File: src/rtl/post_mac_pkg.sv
// Shared types and helpers for the post-MAC pipeline: beat modes, ReLU floor
// and a generic signed saturator used by both the lane and reduction paths.
package post_mac_pkg;

    typedef enum logic [1:0] {
        MODE_CONV_CH  = 2'b00,
        MODE_CONV_RED = 2'b01,
        MODE_FC       = 2'b10,
        MODE_OFF      = 2'b11
    } mode_e;

    localparam int SAT_W     = 64;
    localparam int RELU_ZERO = 0;

    // Clamp v into the signed range of a w-bit number; caller narrows the result.
    function automatic logic signed [SAT_W-1:0] saturate(
        input logic signed [SAT_W-1:0] v,
        input int unsigned             w
    );
        logic signed [SAT_W-1:0] hi;
        logic signed [SAT_W-1:0] lo;
        hi = (64'sd1 <<< (w - 1)) - 64'sd1;
        lo = -(64'sd1 <<< (w - 1));
        if (v > hi) begin
            return hi;
        end else if (v < lo) begin
            return lo;
        end
        return v;
    endfunction

endpackage

File: src/rtl/post_mac_lane.sv
// One accumulator lane: S1 bias add (or pass-through), S2 ReLU, floor shift
// and saturation. Advances only when the shared pipeline enable is high.
module post_mac_lane
    import post_mac_pkg::*;
#(
    parameter int ACC_W      = 32,
    parameter int OUT_W      = 16,
    parameter int FRAC_SHIFT = 4
) (
    input  logic                    clk,
    input  logic                    reset_n,
    input  logic                    i_en,
    input  mode_e                   i_mode_p0,
    input  logic signed [ACC_W-1:0] i_acc,
    input  logic signed [ACC_W-1:0] i_bias,
    input  mode_e                   i_mode_p1,
    output logic signed [OUT_W-1:0] o_data_p2
);

    logic signed [ACC_W:0]   w_val_p0;
    logic signed [ACC_W:0]   r_val_p1;
    logic signed [ACC_W:0]   w_relu_p1;
    logic signed [ACC_W:0]   w_shr_p1;
    logic signed [OUT_W-1:0] w_res_p1;

    always_comb begin
        case (i_mode_p0)
            MODE_CONV_CH: w_val_p0 = {i_acc[ACC_W-1], i_acc} + {i_bias[ACC_W-1], i_bias};
            MODE_FC:      w_val_p0 = {i_acc[ACC_W-1], i_acc};
            default:      w_val_p0 = '0;
        endcase
    end

    // S1 boundary
    always_ff @(posedge clk or negedge reset_n) begin
        if (!reset_n) begin
            r_val_p1 <= '0;
        end else if (i_en) begin
            r_val_p1 <= w_val_p0;
        end
    end

    always_comb begin
        w_relu_p1 = r_val_p1;
        if (i_mode_p1 == MODE_CONV_CH && r_val_p1[ACC_W]) begin
            w_relu_p1 = (ACC_W + 1)'(RELU_ZERO);
        end
        w_shr_p1 = w_relu_p1 >>> FRAC_SHIFT;
        w_res_p1 = '0;
        if (i_mode_p1 == MODE_CONV_CH || i_mode_p1 == MODE_FC) begin
            w_res_p1 = OUT_W'(saturate(SAT_W'(w_shr_p1), OUT_W));
        end
    end

    // S2 boundary
    always_ff @(posedge clk or negedge reset_n) begin
        if (!reset_n) begin
            o_data_p2 <= '0;
        end else if (i_en) begin
            o_data_p2 <= w_res_p1;
        end
    end

endmodule

File: src/rtl/post_mac_pipe.sv
// Two-stage post-MAC unit with valid/ready flow control, loadable biases,
// a cross-lane reduction path and a frame-level argmax for the FC layer.
module post_mac_pipe
    import post_mac_pkg::*;
#(
    parameter int N_CH       = 6,
    parameter int ACC_W      = 32,
    parameter int OUT_W      = 16,
    parameter int FRAC_SHIFT = 4,
    parameter int IDX_W      = 8
) (
    input  logic                         clk,
    input  logic                         reset_n,
    input  logic                         in_valid,
    output logic                         in_ready,
    input  logic [1:0]                   in_mode,
    input  logic                         in_last,
    input  logic [N_CH*ACC_W-1:0]        in_acc,
    input  logic                         bias_we,
    input  logic [$clog2(N_CH+1)-1:0]    bias_addr,
    input  logic signed [ACC_W-1:0]      bias_wdata,
    output logic                         out_valid,
    input  logic                         out_ready,
    output logic [N_CH*OUT_W-1:0]        out_data,
    output logic signed [OUT_W-1:0]      out_red,
    output logic [1:0]                   out_mode,
    output logic                         argmax_valid,
    output logic [IDX_W-1:0]             argmax_idx
);

    localparam int BA_W  = $clog2(N_CH + 1);
    localparam int RED_W = ACC_W + $clog2(N_CH + 1);

    logic                    w_adv;
    logic                    w_hs;
    mode_e                   w_mode_p0;
    logic signed [ACC_W-1:0] r_bias [N_CH+1];

    logic                    r_vld_p1;
    logic                    r_last_p1;
    mode_e                   r_mode_p1;
    logic                    r_vld_p2;
    logic                    r_last_p2;
    mode_e                   r_mode_p2;

    logic signed [RED_W-1:0] w_red_p0;
    logic signed [RED_W-1:0] r_red_p1;
    logic signed [RED_W-1:0] w_red_relu_p1;
    logic signed [RED_W-1:0] w_red_shr_p1;
    logic signed [OUT_W-1:0] w_red_res_p1;
    logic signed [OUT_W-1:0] r_red_p2;

    logic signed [OUT_W-1:0] w_lane_p2 [N_CH];

    logic [IDX_W-1:0]        r_beat_cnt;
    logic signed [OUT_W-1:0] r_max;
    logic [IDX_W-1:0]        r_idx;
    logic signed [OUT_W-1:0] w_max_p2;
    logic [IDX_W-1:0]        w_idx_p2;
    logic [IDX_W-1:0]        w_g_p2;
    logic                    r_argmax_valid;
    logic [IDX_W-1:0]        r_argmax_idx;

    // The whole pipe moves together; a full output slot blocks everything.
    assign w_adv     = !r_vld_p2 || out_ready;
    assign w_hs      = r_vld_p2 && out_ready;
    assign w_mode_p0 = mode_e'(in_mode);

    always_ff @(posedge clk or negedge reset_n) begin
        if (!reset_n) begin
            for (int i = 0; i <= N_CH; i++) begin
                r_bias[i] <= '0;
            end
        end else if (bias_we && bias_addr <= BA_W'(N_CH)) begin
            r_bias[bias_addr] <= bias_wdata;
        end
    end

    always_comb begin
        w_red_p0 = {{(RED_W - ACC_W){r_bias[N_CH][ACC_W-1]}}, r_bias[N_CH]};
        for (int c = 0; c < N_CH; c++) begin
            w_red_p0 = w_red_p0 + {{(RED_W - ACC_W){in_acc[c*ACC_W + ACC_W - 1]}},
                                   in_acc[c*ACC_W +: ACC_W]};
        end
    end

    // S1 boundary
    always_ff @(posedge clk or negedge reset_n) begin
        if (!reset_n) begin
            r_vld_p1  <= 1'b0;
            r_last_p1 <= 1'b0;
            r_mode_p1 <= MODE_CONV_CH;
            r_red_p1  <= '0;
        end else if (w_adv) begin
            r_vld_p1  <= in_valid;
            r_last_p1 <= in_last;
            r_mode_p1 <= w_mode_p0;
            r_red_p1  <= w_red_p0;
        end
    end

    always_comb begin
        w_red_relu_p1 = r_red_p1[RED_W-1] ? RED_W'(RELU_ZERO) : r_red_p1;
        w_red_shr_p1  = w_red_relu_p1 >>> FRAC_SHIFT;
        w_red_res_p1  = '0;
        if (r_mode_p1 == MODE_CONV_RED) begin
            w_red_res_p1 = OUT_W'(saturate(SAT_W'(w_red_shr_p1), OUT_W));
        end
    end

    // S2 boundary
    always_ff @(posedge clk or negedge reset_n) begin
        if (!reset_n) begin
            r_vld_p2  <= 1'b0;
            r_last_p2 <= 1'b0;
            r_mode_p2 <= MODE_CONV_CH;
            r_red_p2  <= '0;
        end else if (w_adv) begin
            r_vld_p2  <= r_vld_p1;
            r_last_p2 <= r_last_p1;
            r_mode_p2 <= r_mode_p1;
            r_red_p2  <= w_red_res_p1;
        end
    end

    for (genvar c = 0; c < N_CH; c++) begin : g_lane
        post_mac_lane #(
            .ACC_W      (ACC_W),
            .OUT_W      (OUT_W),
            .FRAC_SHIFT (FRAC_SHIFT)
        ) u_lane (
            .clk       (clk),
            .reset_n   (reset_n),
            .i_en      (w_adv),
            .i_mode_p0 (w_mode_p0),
            .i_acc     (in_acc[c*ACC_W +: ACC_W]),
            .i_bias    (r_bias[c]),
            .i_mode_p1 (r_mode_p1),
            .o_data_p2 (w_lane_p2[c])
        );
        assign out_data[c*OUT_W +: OUT_W] = w_lane_p2[c];
    end

    // Scan the presented beat; strict '>' keeps the lowest index on ties.
    always_comb begin
        w_max_p2 = r_max;
        w_idx_p2 = r_idx;
        w_g_p2   = '0;
        for (int c = 0; c < N_CH; c++) begin
            w_g_p2 = r_beat_cnt * IDX_W'(N_CH) + IDX_W'(c);
            if ((r_beat_cnt == '0 && c == 0) || (w_lane_p2[c] > w_max_p2)) begin
                w_max_p2 = w_lane_p2[c];
                w_idx_p2 = w_g_p2;
            end
        end
    end

    always_ff @(posedge clk or negedge reset_n) begin
        if (!reset_n) begin
            r_beat_cnt     <= '0;
            r_max          <= '0;
            r_idx          <= '0;
            r_argmax_valid <= 1'b0;
            r_argmax_idx   <= '0;
        end else begin
            r_argmax_valid <= 1'b0;
            if (w_hs && r_mode_p2 == MODE_FC) begin
                if (r_last_p2) begin
                    r_argmax_valid <= 1'b1;
                    r_argmax_idx   <= w_idx_p2;
                    r_beat_cnt     <= '0;
                    r_max          <= '0;
                    r_idx          <= '0;
                end else begin
                    r_beat_cnt <= r_beat_cnt + 1'b1;
                    r_max      <= w_max_p2;
                    r_idx      <= w_idx_p2;
                end
            end
        end
    end

    assign in_ready     = w_adv;
    assign out_valid    = r_vld_p2;
    assign out_red      = r_red_p2;
    assign out_mode     = r_mode_p2;
    assign argmax_valid = r_argmax_valid;
    assign argmax_idx   = r_argmax_idx;

endmodule

File: config.mk
export PLATFORM = sky130hd
export DESIGN_NAME = post_mac_pipe
export DESIGN_NICKNAME = d
export VERILOG_FILES = /design/src/rtl/post_mac_pkg.sv /design/src/rtl/post_mac_lane.sv /design/src/rtl/post_mac_pipe.sv
export SDC_FILE = /design/constraint.sdc
export NUM_CORES = 2
export LEC_CHECK = 0
export CORE_MARGIN = 3
export CORE_UTILIZATION = 37
export DETAILED_ROUTE_END_ITERATION = 7
export MAX_ROUTING_LAYER = met4
export PLACE_DENSITY = 0.65
export SLEW_MARGIN = 20
export SYNTH_ARGS = -nofsm -noshare
export SYNTH_HDL_FRONTEND = slang
export SYNTH_SLANG_ARGS = --single-unit
File: constraint.sdc
create_clock -name clk -period 46.6 [get_ports clk]
set_clock_uncertainty 0.05 [all_clocks]
set_input_delay 9.32 -clock clk [delete_from_list [all_inputs] [get_ports clk]]
set_output_delay 9.32 -clock clk [all_outputs]
set_load 0.02 [all_outputs]
==> results.ini <==
[placed_design]
gp_congestion=1.01
dp.cells=5616
hpwl_um=111000
port_buffers=359

[layout]
fillers=10000
finish.utilization=0.446
fin_nets=5018
drive_gt1_frac=0.107
synthToLayoutAreaGrowth_pct=19.0
stdcell_count=5774

[synth]
yosysSeqAreaShare=0.372
synth_nets=4723
ys_seq_elements=590
synthFlopType=dfrtp_1
synth_edf_count=0
synthArstFlopShare=1.00
syn_avg_cell_area_um2=9.90
ys_types=90
synth_warnings=0
netlist_instances=4005
synth_area_um2=39600

[cts]
clockRootBuffer=clkbuf_16
tritoncts=built
cts_made_buffers=73
cts.sinks=590
hold_buffers=0
clkSlewWorstSetupHoldPaths_ps=50
clockBufferDepth=3
postCtsResizedCells=0
clkLatencyLatePin_ps=630
cts_setup_buffers=0
cts_max_level=3

[status]
status=finished, final reports clean

[floorplanning]
die_area_um2=111000
row_count=119
io_pins=360
floorplan.initialDensity=0.374
core_um2=106000
fp.dieW_um=333
dieHeight_um=333

[timing]
setup_viol=0
rsz0062_at_grt=no
relSlewSlack=0.236
tightest_slew_ps=1120
hold_viol=0
fin_crit_sh=0.434
timing.fmax_mhz=49.4
slew_viol_final=0
setup_tns_ps=0
layout_min_cycle_time_ps=20240

[min_path]
min_path_cells=2
min_to=r_vld_p1
hold_class=flop to flop
min_from=r_vld_p1

[critical_path]
crit_type=input pin to output port
cp-start-kind=input pin
cp_data_arrival_time_ps=10870
ff2ff_path_depth=71
worstPathMaxFanout=21
reg2reg_slack_ps=29780
timing.rr.start=g_lane[0].u_lane.o_data_p2[15]
required_ps=37230
r2r-end=argmax_idx[5]
end_kind=output port

[power_and_ir_drop]
p_leak_nw=20.4
ir_worst_vdd_mv=0.0777
p_per_area_nw_per_um2=72.6

[global_route]
overflow=0
antenna_found_initial=29
grt_pass1_vias=32400
grt_pass1_wl_um=211000
grtUsageTotal=0.262
grt_start_max_net_pins=158

[detailed_routing]
dr.pass1.iters=7
routed_wl_um=143000
viasPerCell=5.67
postRouteAntennaNets=0
drc=0
dr_total_vias=32800
dr.first_iter.drc_count=2486
wl_per_cell_um=24.8

[job]
cap_violations=0

==> final cells by class <==
cell class | count | area [um^2] | share of cell area
antenna | 28 | 70.1 | 0.00149
clock buffer | 105 | 2120 | 0.0450
clock inverter | 25 | 258 | 0.00546
inverter | 154 | 581 | 0.0123
multi-input combinational | 3082 | 23700 | 0.503
sequential | 590 | 14800 | 0.313
tap | 1391 | 1740 | 0.0369
timing repair buffer | 399 | 3930 | 0.0833
==> cells in the final DEF, fill, tap and decap left out, types with 28 or more instances in the layout <==
cell / count
dfrtp_1: 590
clkdlybuf4s50_1: 357
nand2_1: 354
a21oi_1: 347
nor2_1: 323
ha_1: 321
o21ai_0: 285
mux2_2: 231
fa_1: 162
inv_1: 151
xnor2_1: 96
xor2_1: 78
clkbuf_16: 76
nor3_1: 68
nand3_1: 59
a21o_1: 56
mux2i_1: 51
nor2b_1: 50
a22o_1: 46
o22ai_1: 44
o21a_1: 43
a221oi_1: 38
buf_4: 37
nand4_1: 36
o31ai_1: 31
nor4_1: 31
diode_2: 28
nand2b_1: 28
==> critical path, cell delays in order <==
cell and delay, ps:
clkdlybuf4s50_1 530, nor2b_4 60, inv_4 180, clkdlybuf4s50_1 760
==> routing by layer <==
layer	global-route usage	vias up	routed length (um)
li1	-	15000	-
met1	0.332	16400	59500
met2	0.416	1160	67200
met3	0.0572	242	11400
met4	0.0857	0	5280
met5	-	-	0
==> kinds of logic (layout without fill, tap and decap cells) <==
| family | after synthesis | count (layout) | share of synthesized area |
|---|---|---|---|
| flops | 590 | 590 | 0.372 |
| compound gates | 1073 | 1073 | 0.171 |
| fa+ha+maj | 484 | 484 | 0.183 |
| xor+xnor | 174 | 174 | 0.0384 |
| other cells | 0 | 28 | 0 |
| simple gates | 1069 | 1069 | 0.124 |
| mux | 282 | 282 | 0.0785 |
| buf+inv | 333 | 683 | 0.0321 |
==> Yosys cell counts (all sizes together) (7+ instances only) <==
cell     count  area share
nand2      354       0.034
xnor2       96       0.021
mux2i       51       0.013
o31ai       33      0.0067
dfrtp      590        0.37
and3        14      0.0022
inv        151       0.014
a211oi      25      0.0057
nand3       62      0.0082
o21ai      302       0.039
o2111ai     10      0.0022
nor2b       52      0.0082
fa         162       0.082
o21bai      11      0.0021
clkbuf     161       0.015
a31o         7      0.0015
and2        13      0.0021
a22o        46       0.010
o21a        44      0.0084
nand2b      29      0.0046
a41oi        9      0.0020
or3         19      0.0030
a31oi       15      0.0025
nor3        71      0.0090
o32ai       18      0.0057
mux2       231       0.066
or2         22      0.0035
nor3b       14      0.0027
o211ai      10      0.0019
xor2        78       0.017
o22ai       44      0.0069
nand4       36      0.0057
a21o        56       0.011
or4          7      0.0014
nor2       327       0.031
ha         321        0.10
a221oi      38      0.0084
buf         18      0.0022
a21oi      350       0.044
nor4        32      0.0052
==> registers in the layout (all words and copies together), names as in the netlist <==
| register | count |
|---|---|
| r_last_p2 | 1 |
| argmax_idx | 8 |
| out_red | 16 |
| g_lane.u_lane.o_data_p2 | 96 |
| r_beat_cnt | 8 |
| r_max | 16 |
| r_last_p1 | 1 |
| g_lane.u_lane.r_val_p1 | 174 |
| r_bias | 224 |
| out_mode | 2 |
| r_idx | 8 |
| out_valid | 1 |
| r_red_p1 | 31 |
| argmax_valid | 1 |
| r_mode_p1 | 2 |
| r_vld_p1 | 1 |
==> how the worst max path moves through the flow <==
stage	from	end	slack (ps)	cells past startpoint
2_1_floorplan	out_ready	in_ready	26980	5
3_3_place_gp	out_ready	in_ready	26310	4
3_5_place_dp	out_ready	in_ready	26320	4
4_1_cts	out_ready	in_ready	26310	4
5_1_grt	out_ready	in_ready	26230	4
6_report	out_ready	in_ready	26360	4
==> power by group <==
part	internal [W]	leakage, nW	switching (W)
Sequential	0.000639	7.35	0.000125
Combinational	0.000834	11.9	0.00125
Clock	0.000339	1.17	0.000239
Total	0.00181	20.4	0.00161
==> per-stage QoR <==
step	hold slack [ps]	setup WS, ps	power [W]	cell area (um^2)
2_1_floorplan	380	26980	0.00220	39600
3_3_place_gp	398	26310	0.00279	44700
3_5_place_dp	403	26320	0.00282	44700
4_1_cts	417	26310	0.00342	47100
5_1_grt	447	26230	0.00368	47200
6_report	411	26360	0.00343	47200
Note: power is estimated with default switching activity, not from simulation.
